**src/rtl/pipe_ctrl_unit_pkg.sv**
```systemverilog
// Shared constants, state encoding and hazard helper for the pipeline control unit.
package pipe_ctrl_unit_pkg;

  localparam logic        ENABLE          = 1'b1;
  localparam logic        DISABLE         = 1'b0;
  localparam logic [6:0]  OPCODE_LOAD     = 7'b0000011;
  localparam logic [31:0] DEFAULT_32_ZERO = 32'h0000_0000;

  typedef enum logic [1:0] {
    ST_RUN   = 2'd0,
    ST_FLUSH = 2'd1,
    ST_HOLD  = 2'd2
  } cu_state_e;

  // x0 is never a real dependency, so a load targeting it cannot cause a stall.
  function automatic logic is_load_use(input logic [6:0] opcode,
                                       input logic [4:0] rd,
                                       input logic [4:0] rs1,
                                       input logic [4:0] rs2);
    return (opcode == OPCODE_LOAD) && (rd != 5'd0) && ((rd == rs1) || (rd == rs2));
  endfunction

endpackage

```
**src/rtl/pipe_ctrl_unit_if.sv**
```systemverilog
// Control-unit signal bundle; master is the control unit, slave is the pipeline side.
interface pipe_ctrl_unit_if #(parameter int CNT_W = 32);

  logic [4:0]       id2cu_rs1_i;
  logic [4:0]       id2cu_rs2_i;
  logic [6:0]       idex2cu_opcode_i;
  logic [4:0]       idex2cu_rd_i;
  logic             ex2cu_jump_flag_i;
  logic [31:0]      ex2cu_jump_addr_i;
  logic             bus2cu_hold_req_i;
  logic             cu2pc_hold_o;
  logic             cu2pc_jump_flag_o;
  logic [31:0]      cu2pc_jump_addr_o;
  logic             cu2ifid_hold_o;
  logic             cu2ifid_refresh_flag_o;
  logic             cu2idex_hold_o;
  logic             cu2idex_refresh_flag_o;
  logic [1:0]       cu_state_o;
  logic [CNT_W-1:0] cu_stall_cnt_o;
  logic [CNT_W-1:0] cu_flush_cnt_o;

  modport master (
    input  id2cu_rs1_i, id2cu_rs2_i, idex2cu_opcode_i, idex2cu_rd_i,
           ex2cu_jump_flag_i, ex2cu_jump_addr_i, bus2cu_hold_req_i,
    output cu2pc_hold_o, cu2pc_jump_flag_o, cu2pc_jump_addr_o,
           cu2ifid_hold_o, cu2ifid_refresh_flag_o,
           cu2idex_hold_o, cu2idex_refresh_flag_o,
           cu_state_o, cu_stall_cnt_o, cu_flush_cnt_o
  );

  modport slave (
    output id2cu_rs1_i, id2cu_rs2_i, idex2cu_opcode_i, idex2cu_rd_i,
           ex2cu_jump_flag_i, ex2cu_jump_addr_i, bus2cu_hold_req_i,
    input  cu2pc_hold_o, cu2pc_jump_flag_o, cu2pc_jump_addr_o,
           cu2ifid_hold_o, cu2ifid_refresh_flag_o,
           cu2idex_hold_o, cu2idex_refresh_flag_o,
           cu_state_o, cu_stall_cnt_o, cu_flush_cnt_o
  );

endinterface

```
**src/rtl/pipe_ctrl_unit_sat_counter.sv**
```systemverilog
// Event counter that sticks at all-ones instead of wrapping.
module sat_counter #(
  parameter int CNT_W = 32
) (
  input  logic             clk,
  input  logic             rest,
  input  logic             inc,
  output logic [CNT_W-1:0] cnt
);

  logic [CNT_W-1:0] r_cnt;

  always_ff @(posedge clk or negedge rest) begin
    if (!rest) begin
      r_cnt <= '0;
    end else if (inc && (r_cnt != '1)) begin
      r_cnt <= r_cnt + 1'b1;
    end
  end

  assign cnt = r_cnt;

endmodule

```
**src/rtl/pipe_ctrl_unit.sv**
```systemverilog
// Pipeline control unit: arbitrates bus hold, taken jumps and load-use stalls into
// PC / stage-register hold and bubble controls, with saturating stall/flush counters.
module pipe_ctrl_unit
  import pipe_ctrl_unit_pkg::*;
#(
  parameter int FLUSH_CYCLES = 2,
  parameter int CNT_W        = 32
) (
  input  logic             clk,
  input  logic             rest,
  pipe_ctrl_unit_if.master bus
);

  localparam int REM_W = (FLUSH_CYCLES > 1) ? $clog2(FLUSH_CYCLES) : 1;
  localparam logic [REM_W-1:0] REM_START = REM_W'(FLUSH_CYCLES - 1);

  cu_state_e        r_state, r_saved_state;
  logic [REM_W-1:0] r_rem, r_saved_rem;

  cu_state_e        w_eff_state, w_next_state;
  logic [REM_W-1:0] w_eff_rem, w_next_rem;
  logic             w_hold_req, w_jump, w_hazard, w_jump_act, w_lu_act;
  logic             w_pc_hold, w_jump_flag, w_ifid_hold, w_ifid_refresh;
  logic             w_idex_hold, w_idex_refresh;
  logic [31:0]      w_jump_addr;
  logic [CNT_W-1:0] w_stall_cnt, w_flush_cnt;

  // The release cycle of HOLD already behaves as the saved state, so a jump
  // waiting in EX is taken immediately and a paused flush keeps its count.
  assign w_eff_state = (r_state == ST_HOLD) ? r_saved_state : r_state;
  assign w_eff_rem   = (r_state == ST_HOLD) ? r_saved_rem   : r_rem;

  assign w_hold_req = bus.bus2cu_hold_req_i;
  assign w_jump     = bus.ex2cu_jump_flag_i;
  assign w_hazard   = is_load_use(bus.idex2cu_opcode_i, bus.idex2cu_rd_i,
                                  bus.id2cu_rs1_i, bus.id2cu_rs2_i);
  assign w_jump_act = !w_hold_req && w_jump;
  assign w_lu_act   = !w_hold_req && !w_jump && (w_eff_state == ST_RUN) && w_hazard;

  always_ff @(posedge clk or negedge rest) begin
    if (!rest) begin
      r_state       <= ST_RUN;
      r_rem         <= '0;
      r_saved_state <= ST_RUN;
      r_saved_rem   <= '0;
    end else begin
      r_state <= w_next_state;
      r_rem   <= w_next_rem;
      if (w_hold_req) begin
        r_saved_state <= w_eff_state;
        r_saved_rem   <= w_eff_rem;
      end
    end
  end

  always_comb begin
    w_next_state = r_state;
    w_next_rem   = r_rem;
    if (w_hold_req) begin
      w_next_state = ST_HOLD;
    end else if (w_jump) begin
      if (FLUSH_CYCLES > 1) begin
        w_next_state = ST_FLUSH;
        w_next_rem   = REM_START;
      end else begin
        w_next_state = ST_RUN;
        w_next_rem   = '0;
      end
    end else if (w_eff_state == ST_FLUSH) begin
      if (w_eff_rem <= REM_W'(1)) begin
        w_next_state = ST_RUN;
        w_next_rem   = '0;
      end else begin
        w_next_state = ST_FLUSH;
        w_next_rem   = w_eff_rem - REM_W'(1);
      end
    end else begin
      w_next_state = ST_RUN;
      w_next_rem   = '0;
    end
  end

  always_comb begin
    w_pc_hold      = 1'b0;
    w_jump_flag    = 1'b0;
    w_jump_addr    = DEFAULT_32_ZERO;
    w_ifid_hold    = 1'b0;
    w_ifid_refresh = ENABLE;
    w_idex_hold    = 1'b0;
    w_idex_refresh = ENABLE;
    if (w_hold_req) begin
      w_pc_hold   = 1'b1;
      w_ifid_hold = 1'b1;
      w_idex_hold = 1'b1;
    end else if (w_jump) begin
      w_jump_flag    = 1'b1;
      w_jump_addr    = bus.ex2cu_jump_addr_i;
      w_ifid_refresh = DISABLE;
      w_idex_refresh = DISABLE;
    end else if (w_eff_state == ST_FLUSH) begin
      w_ifid_refresh = DISABLE;
      w_idex_refresh = DISABLE;
    end else if (w_lu_act) begin
      w_pc_hold      = 1'b1;
      w_ifid_hold    = 1'b1;
      w_idex_refresh = DISABLE;
    end
  end

  sat_counter #(.CNT_W(CNT_W)) u_stall_cnt (
    .clk  (clk),
    .rest (rest),
    .inc  (w_lu_act),
    .cnt  (w_stall_cnt)
  );

  sat_counter #(.CNT_W(CNT_W)) u_flush_cnt (
    .clk  (clk),
    .rest (rest),
    .inc  (w_jump_act),
    .cnt  (w_flush_cnt)
  );

  assign bus.cu2pc_hold_o           = w_pc_hold;
  assign bus.cu2pc_jump_flag_o      = w_jump_flag;
  assign bus.cu2pc_jump_addr_o      = w_jump_addr;
  assign bus.cu2ifid_hold_o         = w_ifid_hold;
  assign bus.cu2ifid_refresh_flag_o = w_ifid_refresh;
  assign bus.cu2idex_hold_o         = w_idex_hold;
  assign bus.cu2idex_refresh_flag_o = w_idex_refresh;
  assign bus.cu_state_o             = r_state;
  assign bus.cu_stall_cnt_o         = w_stall_cnt;
  assign bus.cu_flush_cnt_o         = w_flush_cnt;

endmodule

```
**src/flat_wrapper.sv**
```systemverilog
// flat-port wrapper written by rule: the top's interface ports become plain ports
module pipe_ctrl_unit_flat import pipe_ctrl_unit_pkg::*;
#(
  parameter int FLUSH_CYCLES = 2,
  parameter int CNT_W        = 32
)
  (clk, rest, bus_id2cu_rs1_i, bus_id2cu_rs2_i, bus_idex2cu_opcode_i, bus_idex2cu_rd_i, bus_ex2cu_jump_flag_i, bus_ex2cu_jump_addr_i, bus_bus2cu_hold_req_i, bus_cu2pc_hold_o, bus_cu2pc_jump_flag_o, bus_cu2pc_jump_addr_o, bus_cu2ifid_hold_o, bus_cu2ifid_refresh_flag_o, bus_cu2idex_hold_o, bus_cu2idex_refresh_flag_o, bus_cu_state_o, bus_cu_stall_cnt_o, bus_cu_flush_cnt_o);
  pipe_ctrl_unit_if #(.CNT_W(CNT_W)) bus_i ();
  input  logic clk;
  input  logic rest;
  input wire logic [$bits(bus_i.id2cu_rs1_i)-1:0] bus_id2cu_rs1_i;
  input wire logic [$bits(bus_i.id2cu_rs2_i)-1:0] bus_id2cu_rs2_i;
  input wire logic [$bits(bus_i.idex2cu_opcode_i)-1:0] bus_idex2cu_opcode_i;
  input wire logic [$bits(bus_i.idex2cu_rd_i)-1:0] bus_idex2cu_rd_i;
  input wire logic [$bits(bus_i.ex2cu_jump_flag_i)-1:0] bus_ex2cu_jump_flag_i;
  input wire logic [$bits(bus_i.ex2cu_jump_addr_i)-1:0] bus_ex2cu_jump_addr_i;
  input wire logic [$bits(bus_i.bus2cu_hold_req_i)-1:0] bus_bus2cu_hold_req_i;
  output wire logic [$bits(bus_i.cu2pc_hold_o)-1:0] bus_cu2pc_hold_o;
  output wire logic [$bits(bus_i.cu2pc_jump_flag_o)-1:0] bus_cu2pc_jump_flag_o;
  output wire logic [$bits(bus_i.cu2pc_jump_addr_o)-1:0] bus_cu2pc_jump_addr_o;
  output wire logic [$bits(bus_i.cu2ifid_hold_o)-1:0] bus_cu2ifid_hold_o;
  output wire logic [$bits(bus_i.cu2ifid_refresh_flag_o)-1:0] bus_cu2ifid_refresh_flag_o;
  output wire logic [$bits(bus_i.cu2idex_hold_o)-1:0] bus_cu2idex_hold_o;
  output wire logic [$bits(bus_i.cu2idex_refresh_flag_o)-1:0] bus_cu2idex_refresh_flag_o;
  output wire logic [$bits(bus_i.cu_state_o)-1:0] bus_cu_state_o;
  output wire logic [$bits(bus_i.cu_stall_cnt_o)-1:0] bus_cu_stall_cnt_o;
  output wire logic [$bits(bus_i.cu_flush_cnt_o)-1:0] bus_cu_flush_cnt_o;
  assign bus_i.id2cu_rs1_i = bus_id2cu_rs1_i;
  assign bus_i.id2cu_rs2_i = bus_id2cu_rs2_i;
  assign bus_i.idex2cu_opcode_i = bus_idex2cu_opcode_i;
  assign bus_i.idex2cu_rd_i = bus_idex2cu_rd_i;
  assign bus_i.ex2cu_jump_flag_i = bus_ex2cu_jump_flag_i;
  assign bus_i.ex2cu_jump_addr_i = bus_ex2cu_jump_addr_i;
  assign bus_i.bus2cu_hold_req_i = bus_bus2cu_hold_req_i;
  assign bus_cu2pc_hold_o = bus_i.cu2pc_hold_o;
  assign bus_cu2pc_jump_flag_o = bus_i.cu2pc_jump_flag_o;
  assign bus_cu2pc_jump_addr_o = bus_i.cu2pc_jump_addr_o;
  assign bus_cu2ifid_hold_o = bus_i.cu2ifid_hold_o;
  assign bus_cu2ifid_refresh_flag_o = bus_i.cu2ifid_refresh_flag_o;
  assign bus_cu2idex_hold_o = bus_i.cu2idex_hold_o;
  assign bus_cu2idex_refresh_flag_o = bus_i.cu2idex_refresh_flag_o;
  assign bus_cu_state_o = bus_i.cu_state_o;
  assign bus_cu_stall_cnt_o = bus_i.cu_stall_cnt_o;
  assign bus_cu_flush_cnt_o = bus_i.cu_flush_cnt_o;
  pipe_ctrl_unit #(.FLUSH_CYCLES(FLUSH_CYCLES), .CNT_W(CNT_W)) u_core (.clk(clk), .rest(rest), .bus(bus_i));
endmodule
```
**config.mk**
```make
export PLATFORM = sky130hd
export DESIGN_NAME = pipe_ctrl_unit_flat
export DESIGN_NICKNAME = d
export VERILOG_FILES = /design/src/rtl/pipe_ctrl_unit_pkg.sv /design/src/rtl/pipe_ctrl_unit_if.sv /design/src/rtl/pipe_ctrl_unit_sat_counter.sv /design/src/rtl/pipe_ctrl_unit.sv /design/src/flat_wrapper.sv
export SDC_FILE = /design/constraint.sdc
export NUM_CORES = 1
export LEC_CHECK = 0
export CAP_MARGIN = 25
export CORE_AREA = 2 2 108 110
export CTS_CLUSTER_DIAMETER = 150
export DETAILED_ROUTE_END_ITERATION = 16
export DIE_AREA = 0 0 110 112
export PLACE_DENSITY = 0.75
export SLEW_MARGIN = 20
export SYNTH_ARGS = -nofsm -noshare
export SYNTH_HDL_FRONTEND = slang
export SYNTH_HIERARCHICAL = 1
export SYNTH_SLANG_ARGS = --single-unit
```
**constraint.sdc**
```tcl
create_clock -name clk -period 2.26 [get_ports clk]
set_input_delay 0.339 -clock clk [delete_from_list [all_inputs] [get_ports clk]]
set_output_delay 0.339 -clock clk [all_outputs]
set_load 0.02 [all_outputs]
```
==> qor.yml <==
power_mw: 3.62
max_slew_margin: 0.577
cp_top_family: "simple AND/OR/NAND/NOR gates"
worstRegToRegCells: 10
slew_viol_final: 0
hp-class: "input pin to async pin"
drive_above_1_share: 0.161
p_leak_nw: 2.73
worstPathRequired_ns: 2.47
antenna_found_initial: 0
routed_wl_um: 12100
drc: 0
p_per_area_nw_per_um2: 578
tightest_slew_ns: 0.635
timing.hold.ws_ns: 0.0305
syn_inst: 380
vias: 3694
root_buffer: "clkbuf_16"
area_growth_pct: 64.3
cts_tree: "yes"
wl_met3_um: 560
syn_nets: 440
layout_common_cells: "clkdlybuf4s50_1 (113), dfrtp_1 (68), xnor2_1 (48), dlygate4sd2_1 (40), buf_4 (34)"
met1_length_um: 5140
worst-path-max-fanout: 4
placedInstanceArea_sq_um: 5830
io_buffers: 161
arrival_ns: 2.48
end_kind: "flop"
fin_skew_ns: 0.00675
grt_pass1_vias: 3799
place_congestion: 0.911
grt-ovfl-total: 0
ios: 162
yosysUniqueCellTypes: 40
final_antenna_net_count: 0
synth.avg_cell_area_sq_um: 10.0
rsz0062_at_grt: "true"
fin_nets: 638
setup_viol_count_final: 1
grt_pass1_wl_um: 19400
hpwl_um: 8830
wire_per_inst_um: 16.6
finish.instance_area_sq_um: 6270
htreeDepth: 3
critPathMaxStageDelay_ns: 0.39
cap_violations: 0
path_buf_inv: 2
status: "finished, violations left"
first_pass_iters: 4
finalSetupTns_ns: -0.00677
yosysWarnings: 6
postCtsHoldBufs: 0
place_ws_ns: -0.451
final_common_cell: "clkdlybuf4s50_1"
die_area_sq_um: 12300
max-vdd-ir-drop_v: 0.000416
dp.cells: 708
period_minus_slack_ns: 2.27
vias_per_cell: 5.09
rows: 39
cts_buffer_depth: 2
path_cells: "o21a_1 > a211o_1 > buf_6 > nor3_4 > and3_4 > buf_6 > nand3_4 > nor3_4 > nand4_1 > xnor2_1"
drt_iter0_markers: 157
reg2reg_slack_ns: -0.007
max_freq_ghz: 0.441
wl_met2_um: 6250
rr_startpoint: "u_core/r_saved_state[1]"
crit_start: "u_core/r_saved_state[1]"
clk_pin_slew_ns: 0.06
min_period_over_period: 1.00
ys_seq_area_frac: 0.446
num_antenna_cells: 0
clock_latency_ns: 0.33
ys.flop_type: "dfrtp_1"
regToRegEndpoint: "u_core/u_stall_cnt/cnt[25]"
die_h_um: 112
hold_viol: 0
top_layer: "met4"
ys_ff_latch: 68
fin_util: 0.561
crit_type: "flop to flop"
syn_area_sq_um: 3810
synthArstFlopShare: 1.00
critPathLaunchType: "flop"
grt_use_total: 0.198
synth_enable_flop_cells: 0
finalWorstSetupSlack_ns: -0.00677
cts.sinks: 68
core_area_sq_um: 11200
start_util: 0.341
cts_buffers: 9
final_cells: 726
violations: "negative setup slack"
crit_slowest_cell: "dfrtp_1"
dieWidth_um: 110
grt_max_degree: 43
## area by class of cell
type | instances | area (sq um)
clock buffer | 10 | 239
clock inverter | 6 | 111
fill | 968 | 4900
inverter | 3 | 11.3
multi-input combinational | 299 | 2170
sequential | 68 | 1700
tap | 143 | 179
timing repair buffer | 197 | 1860
## where the power goes
group	switching [mW]	internal [mW]	total, mW	leakage (nW)
clock network	0.527	1.11	1.63	0.169
logic	0.298	0.316	0.614	1.63
registers	0.0987	1.28	1.38	0.933
total	0.923	2.70	3.62	2.73
## timing repair
item / in CTS / in global routing
endpoints found under the setup margin: 51 / 33
gates resized for setup: 58 / 22
pin swaps: 10 / 14
setup buffers: 2 / 1
## per-layer routing
metal	up-vias	GRT usage
li1	1749	-
met1	1830	0.253
met2	103	0.335
met3	12	0.0521
met4	0	0.0447
met5	-	0
## sequential cells by signal, indices dropped and copies added, names as in the netlist
name                    cells
u_core/r_saved_state        2
u_core/bus.cu_state_o       2
u_core/u_flush_cnt/cnt     32
u_core/u_stall_cnt/cnt     32
## Yosys cell counts, types with 5 or more instances
master	instances	area (sq um)
and2_1	32	200
xor2_1	20	175
nand4_1	30	188
nor2_1	23	86.3
and4_1	8	70.1
dfrtp_1	68	1700
xnor2_1	48	420
nor4_1	7	43.8
nor3_1	11	55.1
nand3_1	32	160
nand2_1	32	120
clkbuf_1	5	18.8
a21oi_1	8	40.0
## worst register-to-register path: stages (launching register included)
cell and delay, ns:
dfrtp_1 0.39, o21a_1 0.22, a211o_1 0.25, buf_6 0.13, nor3_4 0.18, and3_4 0.22, buf_6 0.11, nand3_4 0.11
nor3_4 0.25, nand4_1 0.15, xnor2_1 0.15
## how the worst max path moves through the flow
stage / end / slack, ns / depth (start not counted)
final: u_core/u_stall_cnt/cnt[25] / -0.007 / 10
after global routing: u_core/u_stall_cnt/cnt[25] / -0.07 / 10
after detailed placement: u_core/u_stall_cnt/cnt[27] / -0.45 / 10
after CTS: u_core/u_stall_cnt/cnt[29] / -0.02 / 10
after global placement: u_core/u_stall_cnt/cnt[25] / -0.38 / 10
after floorplan: u_core/u_stall_cnt/cnt[29] / 0.03 / 9
## logic make-up after synthesis
logic type / synth area share
flip-flops: 0.446
adder cells (fa/ha/maj): 0.00656
multiplexers: 0.0118
AO/OA/AOI/OAI: 0.0430
buffers and inverters: 0.0190
XOR/XNOR: 0.156
AND/OR/NAND/NOR: 0.317
(Power assumes the default switching activity.)
